File: src/rtl/fir_sample_feeder.sv
// fir_sample_feeder: FIFO-buffered, rate-paced Q1.15 sample source for the fir8 stream input.
//   i_clk, i_rst        clock, synchronous active-high reset
//   i_enable            1 = stream, 0 = halt once the held output is accepted
//   i_flush             1-cycle pulse that empties the FIFO (output register untouched)
//   i_wr_data, i_wr_en  writer side; o_wr_full / o_level report occupancy
//   o_sample_out,
//   o_valid_out,
//   i_ds_ready          valid/ready handshake into fir8
//   o_overflow          sticky: a write was dropped at full
//   o_underrun          saturating count of output slots that found the FIFO empty
module fir_sample_feeder #(
   parameter int DEPTH     = 16,
   parameter int RATE_DIV  = 1,
   parameter int PRIME_LVL = 4
) (
   input  logic                      i_clk,
   input  logic                      i_rst,
   input  logic                      i_enable,
   input  logic                      i_flush,
   input  logic signed [15:0]        i_wr_data,
   input  logic                      i_wr_en,
   output logic                      o_wr_full,
   output logic [$clog2(DEPTH):0]    o_level,
   output logic signed [15:0]        o_sample_out,
   output logic                      o_valid_out,
   input  logic                      i_ds_ready,
   output logic                      o_overflow,
   output logic [15:0]               o_underrun
);
   localparam int AW = $clog2(DEPTH);
   typedef enum logic [1:0] {IDLE, PRIME, STREAM} state_t;
   state_t             r_state;
   logic signed [15:0] r_mem [DEPTH];
   logic [AW-1:0]      r_wp, r_rp;
   logic [AW:0]        r_level;
   logic [15:0]        r_cnt;
   logic               r_pend;
   logic signed [15:0] r_sample;
   logic               r_valid;
   logic               r_ovf;
   logic [15:0]        r_und;
   logic               w_full, w_empty, w_xfer, w_free, w_stream, w_tick, w_service, w_push, w_pop;
   assign w_full    = r_level == (AW+1)'(DEPTH);
   assign w_empty   = r_level == '0;
   assign w_xfer    = r_valid && i_ds_ready;
   assign w_free    = !r_valid || w_xfer;
   // Gating on i_enable stops new loads in the cycle the halt is requested.
   assign w_stream  = r_state == STREAM && i_enable;
   assign w_tick    = w_stream && r_cnt == '0;
   // A flush cycle defers slot service so the head is never popped while being discarded.
   assign w_service = w_stream && (r_pend || w_tick) && w_free && !i_flush;
   assign w_pop     = w_service && !w_empty;
   assign w_push    = i_wr_en && !w_full && !i_flush;
   assign o_wr_full    = w_full;
   assign o_level      = r_level;
   assign o_sample_out = r_sample;
   assign o_valid_out  = r_valid;
   assign o_overflow   = r_ovf;
   assign o_underrun   = r_und;
   always_ff @(posedge i_clk) begin
      if (i_rst) begin
         r_state  <= IDLE;
         r_wp     <= '0;
         r_rp     <= '0;
         r_level  <= '0;
         r_cnt    <= '0;
         r_pend   <= 1'b0;
         r_sample <= '0;
         r_valid  <= 1'b0;
         r_ovf    <= 1'b0;
         r_und    <= '0;
      end else begin
         r_state <= !i_enable ? IDLE :
                    r_state == IDLE ? PRIME :
                    (r_state == PRIME && r_level >= (AW+1)'(PRIME_LVL)) ? STREAM : r_state;
         // Counter idles at zero outside STREAM, so the first STREAM cycle always ticks.
         r_cnt   <= (r_state == STREAM && r_cnt != 16'(RATE_DIV - 1)) ? r_cnt + 16'd1 : '0;
         // One pending slot at most: extra ticks while blocked merge into it.
         r_pend  <= w_stream && !w_service && (r_pend || w_tick);
         r_wp    <= i_flush ? '0 : r_wp + AW'(w_push);
         r_rp    <= i_flush ? '0 : r_rp + AW'(w_pop);
         r_level <= i_flush ? '0 : r_level + (AW+1)'(w_push) - (AW+1)'(w_pop);
         if (w_pop) begin
            r_sample <= r_mem[r_rp];
            r_valid  <= 1'b1;
         end else if (w_xfer) begin
            r_valid  <= 1'b0;
         end
         r_ovf <= r_ovf || (i_wr_en && w_full);
         if (w_service && w_empty && r_und != 16'hFFFF)
            r_und <= r_und + 16'd1;
      end
   end
   // Storage needs no reset: reset and flush clear the pointers, which discards contents.
   always_ff @(posedge i_clk) begin
      if (w_push)
         r_mem[r_wp] <= i_wr_data;
   end
endmodule

File: config.mk
export PLATFORM = sky130hd
export DESIGN_NAME = fir_sample_feeder
export DESIGN_NICKNAME = d
export VERILOG_FILES = /design/src/rtl/fir_sample_feeder.sv
export SDC_FILE = /design/constraint.sdc
export NUM_CORES = 1
export LEC_CHECK = 0
export BUFFER_PORTS_ARGS = -buffer_cell sky130_fd_sc_hd__buf_4
export CORE_MARGIN = 1
export CORE_UTILIZATION = 33
export DETAILED_ROUTE_END_ITERATION = 16
export GPL_TIMING_DRIVEN = 0
export PLACE_DENSITY = 0.46
export SLEW_MARGIN = 30
export SYNTH_ARGS = -nofsm -noshare
export SYNTH_HDL_FRONTEND = slang
export SYNTH_SLANG_ARGS = --single-unit
File: constraint.sdc
create_clock -name i_clk -period 4.3 [get_ports i_clk]
set_input_delay 0.215 -clock i_clk [delete_from_list [all_inputs] [get_ports i_clk]]
set_output_delay 0.215 -clock i_clk [all_outputs]
set_load 0.03 [all_outputs]
# Word level (Yosys, flattened, before mapping)
# Memories as Yosys holds them, arrays and structs flattened. A register that Yosys moved wholly into a read port is not among the register bits.
# Cells that the tools add are included.
[op_classes]
add_sub_neg = 6
mul = 0
n_div = 0
order_cmp = 1
eq_ne = 4
n_shift = 0
n_mux = 6
bitwise = 2
n_reduce_logical = 34
[op_table]
columns = ["op", "n"]
rows = [
  ["16-bit by 1-bit adder with 16-bit output (second input constant)", 2],
  ["1-bit logical AND", 16],
  ["16-bit zero test", 1],
  ["16-bit inequality test (second input constant)", 1],
  ["16-bit nonzero test", 1],
  ["4-bit by 1-bit adder with 4-bit output", 2],
  ["1-bit two-way mux", 6],
  ["2-bit OR reduction", 3],
  ["5-bit by 1-bit adder with 5-bit output", 1],
  ["5-bit == test (second input constant)", 1],
  ["5-bit by 3-bit greater-or-equal comparator with 1-bit output (second input constant)", 1],
  ["1-bit zero test", 5],
  ["5-bit zero test", 1],
  ["5-bit by 1-bit subtractor with 5-bit output", 1],
  ["2-bit nonzero test", 2],
  ["1-bit logical OR", 3],
  ["3-bit OR reduction", 1],
  ["2-bit by 1-bit == test with 1-bit output (second input constant)", 1],
  ["2-bit == test (second input constant)", 1],
  ["2-bit zero test", 1],
  ["1-bit inverter", 2],
]
[totals]
register_bits = 50
latchBits = 0
ramBits = 256
rom_bits = 0
inputBits = 22
out_inout_bits = 40
elab_cells = 64
n_memories = 1
[mem_list]
columns = ["name", "words", "word_bits", "read_ports", "rd_clocked_by_memory_dff", "write_ports", "line_no", "text"]
rows = [
  ["r_mem", 16, 16, 1, 1, 1, "33", "logic signed [15:0] r_mem [DEPTH];"],
]

# Logic depth before layout (Yosys ltp)
# Gate-level depths: netlist of run 1.
[depth]
depth_word = 10
mapped_depth = 17
ltp_nobuf = 15

# Worst setup path after synthesis of run 1
# No wires, ideal clock.
[synth_timing]
path_kind = "register to register"
startpoint = "register r_level[2] (netlist: o_level[2])"
endpoint = "memory r_mem[0][0], enable pin"
setup_time_ns = 0.409
arrival_ns = 3.093
required_ns = 3.891
setup_slack_ns = 0.798
stages_incl_launch_ff = 8
path_buffers = 0
period_less_slack_ns = 3.502
path_cell_list = "dfxtp_1 inv_1 ha_1 nand2_1 nor3_1 or3b_2 or3_1 nor3_1"
[synth_via]
elab_chain_cells = 6
[synth_rtl]
columns = ["element", "line_no", "text"]
rows = [
  ["from (decl)", "35", "logic [AW:0] r_level;"],
  ["from (signal assigned)", "82", "r_level <= i_flush ? '0 : r_level + (AW+1)'(w_push) - (AW+1)'(w_pop);"],
  ["5-bit == test", "43", "assign w_full = r_level == (AW+1)'(DEPTH);"],
  ["net o_wr_full", "22", "output logic o_wr_full,"],
  ["1-bit zero test", "53", "assign w_push = i_wr_en && !w_full && !i_flush;"],
  ["1-bit logical AND (2 in a row)", "53", ""],
  ["1-bit two-way mux", "96", "if (w_push)"],
  ["1-bit two-way mux (implied by the code)", "97", "r_mem[r_wp] <= i_wr_data;"],
  ["to (decl)", "33", ""],
]
# The timed path passes the listed nets, and every way through them passes these cells.

# Final worst setup path of run 1
[layout_timing]
startpoint = "register r_cnt[0]"
endpoint = "register r_level[4] (netlist: o_level[4])"
[layout_via]
elab_chain_cells = 8
[layout_rtl]
columns = ["element", "line_no", "text"]
rows = [
  ["from (decl)", "36", "logic [15:0] r_cnt;"],
  ["from (signal assigned)", "77", "r_cnt <= (r_state == STREAM && r_cnt != 16'(RATE_DIV - 1)) ? r_cnt + 16'd1 : '0;"],
  ["16-bit zero test", "49", "assign w_tick = w_stream && r_cnt == '0;"],
  ["1-bit logical AND", "49", ""],
  ["1-bit logical OR", "51", "assign w_service = w_stream && (r_pend || w_tick) && w_free && !i_flush;"],
  ["1-bit logical AND (3 in a row)", "51", ""],
  ["1-bit logical AND", "52", "assign w_pop = w_service && !w_empty;"],
  ["net w_pop", "42", "logic w_full, w_empty, w_xfer, w_free, w_stream, w_tick, w_service, w_push, w_pop;"],
  ["5-bit by 1-bit subtractor with 5-bit output", "82", ""],
]
# The timed path passes the listed nets, and every way through them passes these cells.
# A chain may end at the register's enable or synchronous reset.

==> results of run 1 <==
==> cells in the mapped netlist (14+ instances only) <==
cell type | n | area share [%]
inv_1 | 16 | 0.47
mux4_2 | 64 | 11
ha_1 | 14 | 1.4
mux2i_1 | 17 | 1.3
dfxtp_1 | 66 | 10
a21oi_1 | 19 | 0.75
a22oi_1 | 32 | 1.9
nand3_1 | 17 | 0.67
nand2_1 | 32 | 0.95
edfxtp_1 | 256 | 61
nor2_1 | 62 | 1.8
clkbuf_1 | 19 | 0.56
==> routing by layer <==
metal / up-vias / track usage, %
met5: - / 0
met4: 0 / 4.42
met3: 45 / 2.78
met2: 168 / 25.2
met1: 3577 / 23.1
li1: 3206 / -
==> what timing repair did <==
item | in CTS | in global routing
endpoints found under the setup margin | 0 | 0
buffers inserted | 0 | 0
hold endpoints to repair | 125 | 0
hold buffers | 9 | 0
==> sequential cells by signal, summed over array words and instances, names as in the netlist <==
register,flops
o_overflow,1
r_cnt,16
o_level,5
r_wp,4
o_sample_out,16
r_rp,4
o_underrun,16
o_valid_out,1
r_state,2
r_mem,256
r_pend,1
==> cells by family after synthesis <==
family                   after synthesis
AO/OA/AOI/OAI                         69
flip-flops                           322
adder cells (fa/ha/maj)               15
AND/OR/NAND/NOR                      186
multiplexers                          83
XOR/XNOR                              20
buffers and inverters                 53
==> cells in the final DEF (no fill, tap or decap), types with 12 or more instances in the layout <==
cell       count
nor2_1        50
xor2_1        12
edfxtp_1     256
clkbuf_16     39
nor2_4        12
dfxtp_1       66
nand3_1       17
a22oi_1       32
inv_1         16
ha_1          14
nand2_1       32
mux2i_1       17
a21oi_1       19
buf_4         69
mux4_2        64
clkbuf_1      28
==> worst max-delay path: cells and delay by family, from the launching register on <==
family | cells | cell delay [ns]
AO/OA/AOI/OAI | 3 | 0.37
AND/OR/NAND/NOR | 4 | 0.72
buffers and inverters | 6 | 0.85
flip-flops | 1 | 0.34
adder cells (fa/ha/maj) | 4 | 0.94
==> worst max path at each step <==
| stage | start | endpoint | slack, ns | cells past startpoint |
|---|---|---|---|---|
| floorplan | o_level[2]$_SDFF_PP0_ | r_mem[0][0]$_DFFE_PP_ | 0.80 | 7 |
| global placement | o_level[2]$_SDFF_PP0_ | r_mem[0][13]$_DFFE_PP_ | -0.38 | 7 |
| detailed placement | r_cnt[0]$_SDFF_PP0_ | o_level[4]$_SDFF_PP0_ | 0.90 | 17 |
| CTS | r_cnt[0]$_SDFF_PP0_ | o_level[4]$_SDFF_PP0_ | 0.87 | 17 |
| global route | r_cnt[0]$_SDFF_PP0_ | o_level[4]$_SDFF_PP0_ | 0.67 | 17 |
| finish | r_cnt[0]$_SDFF_PP0_ | o_level[4]$_SDFF_PP0_ | 0.96 | 17 |
==> layout make-up <==
class | instances | area, µm² | share of cell area, %
Buffer | 37 | 169 | 1.09
Clock buffer | 50 | 1030 | 6.63
Clock inverter | 18 | 140 | 0.905
Inverter | 16 | 60.1 | 0.388
Multi-Input combinational cell | 373 | 3540 | 22.9
Sequential cell | 322 | 9010 | 58.2
Tap cell | 511 | 639 | 4.13
Timing Repair Buffer | 90 | 901 | 5.82
==> power by group through the flow <==
| stage | Sequential, mW | Clock, mW | Combinational [mW] |
|---|---|---|---|
| 2_1_floorplan | 3.44 | 0 | 0.0395 |
| 3_3_place_gp | 3.44 | 0 | 0.112 |
| 3_5_place_dp | 3.44 | 0 | 0.117 |
| 4_1_cts | 3.37 | 3.11 | 0.123 |
| 5_1_grt | 3.37 | 3.23 | 0.132 |
| 6_report | 3.37 | 3.02 | 0.120 |
==> flow_summary.json, run 1 <==
{
  "switching_power_mw": 1.30,
  "gp_congestion": 0.736,
  "grt_pass1_wl_um": 45900,
  "numCtsBuffers": 37,
  "numPortBuffers": 61,
  "die_width_um": 198,
  "synth_fa_ha_area_share_pct": 1.54,
  "path_class": "register to register",
  "outcome": "finished clean",
  "hold_ws_ns": 0.0219,
  "clockBufferDepth": 3,
  "cp_max_fo": 11,
  "worstMarginPinSlew_ns": 0.945,
  "ant_nets": 0,
  "placed_cell_area_um2": 14200,
  "first_iter_violations": 473,
  "final_cell_area_um2": 15500,
  "seq_power_share_pct": 51.8,
  "hold_end": "r_mem[10][8]$_DFFE_PP_",
  "synth_area_per_cell_um2": 16.9,
  "instances_no_fill": 1417,
  "hold_class": "input port to register",
  "finalWorstPathRequiredPeriod_ns": 3.34,
  "synthArstFlopShare_pct": 0,
  "finalHoldViolCount": 0,
  "fin_ws_ns": 0.959,
  "finalSetupViolCount": 0,
  "mappedNetlistArea_um2": 12700,
  "via_per_inst": 4.94,
  "dp_hpwl_um": 19900,
  "slew_headroom_pct": 37.0,
  "dp_cells": 1340,
  "min_from": "i_wr_data[8]",
  "synth-compound-area-share_pct": 3.66,
  "num_rows": 71,
  "ctsRootBufferMaster": "clkbuf_16",
  "clk_pin_slew_ns": 0.06,
  "grt_use_total_pct": 16.1,
  "drv_cap": 0,
  "wl_per_cell_um": 21.3,
  "wl_met3_um": 1370,
  "grt_max_degree": 17,
  "netlist_instances": 748,
  "routed_wl_um": 30200,
  "die_y_um": 198,
  "met2WireLength_um": 14100,
  "skew_ns": 0.0188,
  "setup_tns_ns": 0,
  "r2r_cells": 17,
  "swShare_pct": 20.0,
  "combPwrFrac_pct": 1.8,
  "start_util_pct": 33.6,
  "firstDrtPassIters": 5,
  "whs_path_depth": 1,
  "p_leak_nw": 4.99,
  "cts_tree": "yes",
  "muxShareOfSynthArea_pct": 12.9,
  "power.density_nw_per_um2": 421,
  "worstReg2RegEnd": "o_level[4]$_SDFF_PP0_",
  "cts_sinks": 322,
  "critPathSlowestCell": "fa_1",
  "ys_seq_area_share_pct": 71.1,
  "num-nets-final": 914,
  "ir_worst_vdd_v": 0.000388,
  "antenna_found_initial": 0,
  "dp_slack_ns": 0.901,
  "diodes": 0,
  "fp.dieArea_um2": 39200,
  "synth_fp_nets": 785,
  "synth_warnings": 0,
  "crit_arrival_ns": 3.72,
  "yosys.area_share.simple_pct": 7.60,
  "met1_length_um": 14200,
  "power_mw": 6.51,
  "synth_cell_type_count": 41,
  "ys_seq_elements": 322,
  "drc": 0,
  "clock.fmax_ghz": 0.299,
  "cp-start-kind": "register",
  "clk_latency_ns": 0.52,
  "syn_to_final_growth_pct": 22.3,
  "grt_pass1_vias": 7103,
  "synth_xor_area_share_pct": 1.38,
  "grt_setup_unrepaired": "no",
  "fin_crit_sh_pct": 77.7,
  "max_stage_delay_ns": 0.39,
  "topRoutingLayerUsed": "met4",
  "drive_gt1_share_pct": 25.8,
  "r2r_start": "r_cnt[0]$_SDFF_PP0_",
  "path_cells": "inv_1 > ha_1 > nor4b_2 > a41oi_1 > nor4_1 > buf_2 > buf_6 > ha_1 > inv_1 > ha_1 > inv_1 > fa_1 > inv_1 > a21oi_1 > nor2_1 > or3_1 > a21oi_1",
  "fill_cells": 3456,
  "synth_top_family_by_area": "multiplexers",
  "grt_overflow": 0,
  "r2r_slack_ns": 0.96,
  "vias": 6996,
  "crit_path_end_kind": "register",
  "required_ns": 4.68,
  "core_area_um2": 37800,
  "crit_top_cell": "inv_1",
  "drv_slew": 0,
  "p_int_mw": 5.21,
  "synth-edff-count": 256,
  "h-tree-depth": 2,
  "cts_resized": 0,
  "clockPowerShare_pct": 46.4,
  "synth_top_flop_cell": "edfxtp_1",
  "ios": 62,
  "fin_util_pct": 41.0
}
No activity file was read; power rests on OpenSTA's default activity.
==> inputs of run 2 (changes only) <==
--- a/config.mk
+++ b/config.mk
@@ -10,7 +10,7 @@
 export CORE_UTILIZATION = 33
 export DETAILED_ROUTE_END_ITERATION = 16
 export GPL_TIMING_DRIVEN = 0
-export PLACE_DENSITY = 0.46
+export PLACE_DENSITY = 0.48
 export SLEW_MARGIN = 30
 export SYNTH_ARGS = -nofsm -noshare
 export SYNTH_HDL_FRONTEND = slang
==> constraint.sdc (replaced) <==
create_clock -name i_clk -period 2.8 [get_ports i_clk]
set_input_delay 0.14 -clock i_clk [delete_from_list [all_inputs] [get_ports i_clk]]
set_output_delay 0.14 -clock i_clk [all_outputs]
set_load 0.03 [all_outputs]
==> flow_summary.json, run 2 (same netlist as run 1, synthesis figures left out) <==
{
  "cts_sinks": 322,
  "dp_slack_ns": -0.564,
  "wl_per_cell_um": 21.2,
  "layout_commonest_cell": "edfxtp_1",
  "clockPowerShare_pct": 46.0,
  "power_mw": 9.98,
  "critPathSlowestCell": "fa_2",
  "busiest_layer": "met2",
  "drive_gt1_share_pct": 29.2,
  "firstDrtPassIters": 5,
  "fin_ws_ns": 0.0200,
  "drv_slew": 0,
  "cts_tree": "yes",
  "r2r_cells": 17,
  "r2r_slack_ns": 0.02,
  "finalWorstPathRequiredPeriod_ns": 2.78,
  "final_cell_mix": "edfxtp_1, buf_4, mux4_2",
  "grt_setup_unrepaired": "yes",
  "grt_overflow": 0,
  "die_width_um": 198,
  "largest_register_ff_count": 256,
  "hold_end": "o_overflow$_SDFF_PP0_",
  "worstReg2RegEnd": "o_level[4]$_SDFF_PP0_",
  "dp_hpwl_um": 19700,
  "r2r_start": "r_cnt[0]$_SDFF_PP0_",
  "drv_cap": 0,
  "num_rows": 71,
  "routed_wl_um": 30600,
  "gp_congestion": 0.733,
  "clock.fmax_ghz": 0.360,
  "top_register": "r_mem",
  "fp.dieArea_um2": 39200,
  "skew_ns": 0.0235,
  "syn_to_final_growth_pct": 25.7,
  "crit_top_cell": "inv_2",
  "gr-usage-met3_pct": 3.05,
  "swShare_pct": 20.4,
  "die_y_um": 198,
  "grtUsageMet2_pct": 25.5,
  "crit_arrival_ns": 3.19,
  "grt_pass1_wl_um": 45600,
  "ctsRootBufferMaster": "clkbuf_16",
  "drc": 0,
  "ir_worst_vdd_v": 0.000456,
  "grt_max_degree": 17,
  "p_int_mw": 7.94,
  "path_class": "register to register",
  "via_per_inst": 4.88,
  "num-nets-final": 947,
  "critPathTopFamily": "adder cells",
  "diodes": 0,
  "vias": 7070,
  "finalSetupViolCount": 0,
  "outcome": "finished clean",
  "min_from": "i_wr_en",
  "clk_latency_ns": 0.56,
  "ant_nets": 0,
  "slew_headroom_pct": 38.5,
  "power.density_nw_per_um2": 626,
  "required_ns": 3.21,
  "seq_power_share_pct": 51.9,
  "core_area_um2": 37800,
  "whs_path_depth": 4,
  "max_stage_delay_ns": 0.38,
  "cp-start-kind": "register",
  "fin_crit_sh_pct": 99.3,
  "cp_max_fo": 3,
  "h-tree-depth": 2,
  "antenna_found_initial": 0,
  "path_cells": "inv_2 > ha_4 > nor4b_4 > a41oi_2 > nor4_2 > buf_4 > buf_12 > ha_4 > inv_2 > ha_4 > inv_2 > fa_2 > inv_2 > a21oi_2 > nor2_1 > or3_1 > a21oi_1",
  "p_leak_nw": 5.17,
  "clk_pin_slew_ns": 0.05,
  "crit_path_end_kind": "register",
  "start_util_pct": 33.6,
  "grtUsageMet1_pct": 22.3,
  "setup_tns_ns": 0,
  "numCtsBuffers": 38,
  "grt_pass1_vias": 7148,
  "worstMarginPinSlew_ns": 0.923,
  "finalHoldViolCount": 0,
  "grt_use_total_pct": 16.2,
  "hold_class": "input port to register",
  "ios": 62,
  "combPwrFrac_pct": 2.0,
  "switching_power_mw": 2.04,
  "clockBufferDepth": 3,
  "numPortBuffers": 61,
  "first_iter_violations": 433,
  "cp_num_buf_inv": 6
}
-- run 2: power by group through the flow --
stage / clock network [mW] / registers (mW) / logic (mW)
after floorplan: 0 / 5.28 / 0.0624
after global placement: 0 / 5.28 / 0.169
after detailed placement: 0 / 5.28 / 0.176
after CTS: 4.73 / 5.18 / 0.205
after global routing: 4.89 / 5.18 / 0.226
final: 4.59 / 5.18 / 0.204
-- run 2: how the worst max path moves through the flow --
stage	from	end	slack (ns)	depth (start not counted)
finish	r_cnt[0]$_SDFF_PP0_	o_level[4]$_SDFF_PP0_	0.02	17
global placement	o_level[2]$_SDFF_PP0_	r_mem[15][13]$_DFFE_PP_	-0.93	8
detailed placement	r_cnt[10]$_SDFF_PP0_	o_level[4]$_SDFF_PP0_	-0.56	15
global route	r_cnt[0]$_SDFF_PP0_	o_level[4]$_SDFF_PP0_	-0.15	17
floorplan	r_cnt[0]$_SDFF_PP0_	o_level[4]$_SDFF_PP0_	0.0008	17
CTS	r_cnt[0]$_SDFF_PP0_	o_level[4]$_SDFF_PP0_	-0.13	17
-- run 2: per-layer routing --
metal  share of wire, %  routed length, µm  vias up
li1                   -                  -     3269
met1                 46              14100     3603
met2                 47              14300      150
met3                4.8               1460       48
met4                2.5                774        0
met5                  0                  0        -
-- run 2: cell type report --
| type | count | area (µm²) |
|---|---|---|
| Tap cell | 511 | 639 |
| Clock inverter | 14 | 113 |
| Timing Repair Buffer | 122 | 1190 |
| Inverter | 16 | 60.1 |
| Fill cell | 3367 | 21800 |
| Sequential cell | 322 | 9020 |
| Multi-Input combinational cell | 373 | 3670 |
| Buffer | 37 | 186 |
| Clock buffer | 53 | 1040 |
-- run 2: stage by stage --
step | cells | hold slack [ns] | util [%] | area [µm²]
finish | 1448 | 0.380 | 42.2 | 15900
CTS | 1437 | 0.357 | 41.7 | 15800
detailed placement | 1334 | 0.381 | 37.6 | 14200
global route | 1448 | 0.420 | 42.2 | 15900
global placement | 1320 | 0.377 | 36.7 | 13900
floorplan | 748 | 0.239 | - | 12800
-- run 2: repair_timing --
| item | 4_1_cts | 5_1_grt |
|---|---|---|
| buffers inserted | 15 | 11 |
| hold buffers | 21 | 0 |
| endpoints found under the setup margin | 99 | 91 |
| hold endpoints to repair | 268 | 0 |
| gates resized for setup | 6 | 26 |
| pin swaps | 11 | 10 |
-- run 2: tightest hold or removal path, delay by kind of cell --
kind / cells / cell delay, ns
and+or+nand+nor: 1 / 0.07
buffers and inverters: 2 / 0.63
AOI/OAI and AO/OA: 1 / 0.05
==> inputs of run 3 (changes only) <==
--- a/config.mk
+++ b/config.mk
@@ -10,7 +10,7 @@
 export CORE_UTILIZATION = 33
 export DETAILED_ROUTE_END_ITERATION = 16
 export GPL_TIMING_DRIVEN = 0
-export PLACE_DENSITY = 0.48
+export PLACE_DENSITY = 0.46
 export SLEW_MARGIN = 30
 export SYNTH_ARGS = -nofsm -noshare
 export SYNTH_HDL_FRONTEND = slang
==> constraint.sdc (replaced) <==
create_clock -name i_clk -period 3.31 [get_ports i_clk]
set_input_delay 0.1655 -clock i_clk [delete_from_list [all_inputs] [get_ports i_clk]]
set_output_delay 0.1655 -clock i_clk [all_outputs]
set_load 0.03 [all_outputs]
==> flow_summary.json, run 3 (same netlist as run 1, synthesis figures left out) <==
{
  "ir_worst_vdd_v": 0.000410,
  "grt_max_degree": 17,
  "drv_cap": 0,
  "cts_sinks": 322,
  "placed_cell_area_um2": 14200,
  "fin_util_pct": 41.5,
  "regArea_um2": 9010,
  "combPwrFrac_pct": 1.9,
  "grt_use_total_pct": 16.1,
  "grt_pass1_vias": 6987,
  "routed_wl_um": 30900,
  "clock.fmax_ghz": 0.321,
  "cp-start-kind": "register",
  "crit_arrival_ns": 3.52,
  "switching_power_mw": 1.75,
  "largest_register_ff_count": 256,
  "power_mw": 8.66,
  "start_util_pct": 33.6,
  "wl_per_cell_um": 21.7,
  "layout_commonest_cell": "edfxtp_1",
  "via_per_inst": 4.94,
  "first_iter_violations": 485,
  "grt_pass1_wl_um": 45700,
  "fp.dieArea_um2": 39200,
  "cp_max_fo": 11,
  "seq_power_share_pct": 50.6,
  "drc": 0,
  "syn_to_final_growth_pct": 23.7,
  "die_y_um": 198,
  "num_rows": 71,
  "drive_gt1_share_pct": 25.7,
  "swShare_pct": 20.2,
  "gp_congestion": 0.736,
  "finalWorstPathRequiredPeriod_ns": 3.11,
  "skew_ns": 0.0156,
  "antenna_found_initial": 1,
  "ctsRootBufferMaster": "clkbuf_16",
  "fill_cells": 3443,
  "power.density_nw_per_um2": 553,
  "clockBufferDepth": 3,
  "grt_overflow": 0,
  "final_cell_area_um2": 15700,
  "ios": 62,
  "fin_crit_sh_pct": 94.0,
  "clk_pin_slew_ns": 0.06,
  "finalSetupViolCount": 0,
  "ant_nets": 0,
  "multi_input_area_um2": 3580,
  "outcome": "finished clean",
  "numPortBuffers": 61,
  "vias": 7031,
  "firstDrtPassIters": 5,
  "final_cell_mix": "edfxtp_1, dfxtp_1, mux4_2",
  "cts_tree": "yes",
  "num-nets-final": 921,
  "clockPowerShare_pct": 47.5,
  "crit_path_end_kind": "register",
  "clk_latency_ns": 0.54,
  "die_width_um": 198,
  "finalHoldViolCount": 0,
  "core_area_um2": 37800,
  "required_ns": 3.72,
  "p_int_mw": 6.91,
  "hold_class": "input port to register",
  "h-tree-depth": 2,
  "p_leak_nw": 5.03,
  "path_class": "register to register",
  "worstMarginPinSlew_ns": 0.942,
  "slew_headroom_pct": 37.2,
  "drv_slew": 0,
  "dp_hpwl_um": 19600,
  "top_register": "r_mem",
  "numCtsBuffers": 37
}
## run 3: cell types whose count changed in the layout (fill, tap and decap cells not counted), moves of 3 or more
cell	before	now
dfxtp_4	3	0
inv_1	11	16
clkbuf_2	6	1
clkbuf_1	27	22
buf_16	4	8
buf_8	9	6
buf_12	7	0
ha_4	3	0
inv_2	5	0
clkinv_1	7	10
ha_1	11	14
buf_4	82	63
bufinv_16	1	4
dfxtp_1	62	66
## run 3: path summary, 6_finish.rpt
kind / start / end / slack [ns] / cells past startpoint
worst max register to register: r_cnt[0]$_SDFF_PP0_ / o_level[4]$_SDFF_PP0_ / 0.20 / 17
worst max-delay path: r_cnt[0]$_SDFF_PP0_ / o_level[4]$_SDFF_PP0_ / 0.20 / 17
worst min-delay path: i_flush / r_pend$_SDFF_PP0_ / 0.03 / 3
worst min register to register: o_overflow$_SDFF_PP0_ / o_overflow$_SDFF_PP0_ / 0.47 / 2
## run 3: critical path, cell delays in order (launching register included)
cell and delay [ns]:
dfxtp_1 0.34, inv_1 0.07, ha_1 0.14, nor4b_4 0.23, a41oi_2 0.24, nor4_1 0.28, buf_4 0.17, buf_6 0.20
ha_1 0.26, inv_1 0.05, ha_1 0.15, inv_1 0.05, fa_1 0.39, inv_1 0.07, a21oi_1 0.06, nor2_1 0.11
or3_1 0.12, a21oi_1 0.05
## run 3: final cells by class
type	count	area share, %
Antenna cell	1	0.0160
Buffer	37	1.09
Clock buffer	44	6.41
Clock inverter	22	1.33
Inverter	16	0.383
Multi-Input combinational cell	373	22.9
Sequential cell	322	57.5
Tap cell	511	4.08
Timing Repair Buffer	97	6.31
## run 3: layer usage
metal | track usage, % | part of all wire [%] | vias up
met3 | 3.17 | 4.5 | 43
li1 | - | - | 3225
met1 | 23.1 | 47 | 3591
met2 | 24.9 | 46 | 172
met4 | 4.45 | 2.0 | 0
met5 | 0 | 0 | -
## run 3: metrics by stage
stage,setup TNS (ns),cells,worst slack (ns),hold slack (ns)
after CTS,0,1422,0.132,0.00580
after global routing,-0.0204,1423,-0.0204,0.0400
after floorplan,0,748,0.234,0.264
after global placement,-96.43,1320,-0.574,0.404
after detailed placement,-0.129,1336,-0.129,0.408
final,0,1423,0.197,0.0306
## run 3: repair_timing
item	CTS	global route
hold buffers	19	0
endpoints found under the hold margin	261	0
buffers inserted	1	0
pin swaps	0	1
setup endpoints to repair	1	1
resized for setup	2	1
## run 3: power groups by stage
| stage | combinational (mW) | sequential, mW | clock (mW) |
|---|---|---|---|
| after floorplan | 0.0516 | 4.47 | 0 |
| after global placement | 0.146 | 4.47 | 0 |
| after detailed placement | 0.153 | 4.47 | 0 |
| after CTS | 0.171 | 4.38 | 4.22 |
| after global routing | 0.183 | 4.38 | 4.37 |
| final | 0.166 | 4.38 | 4.12 |
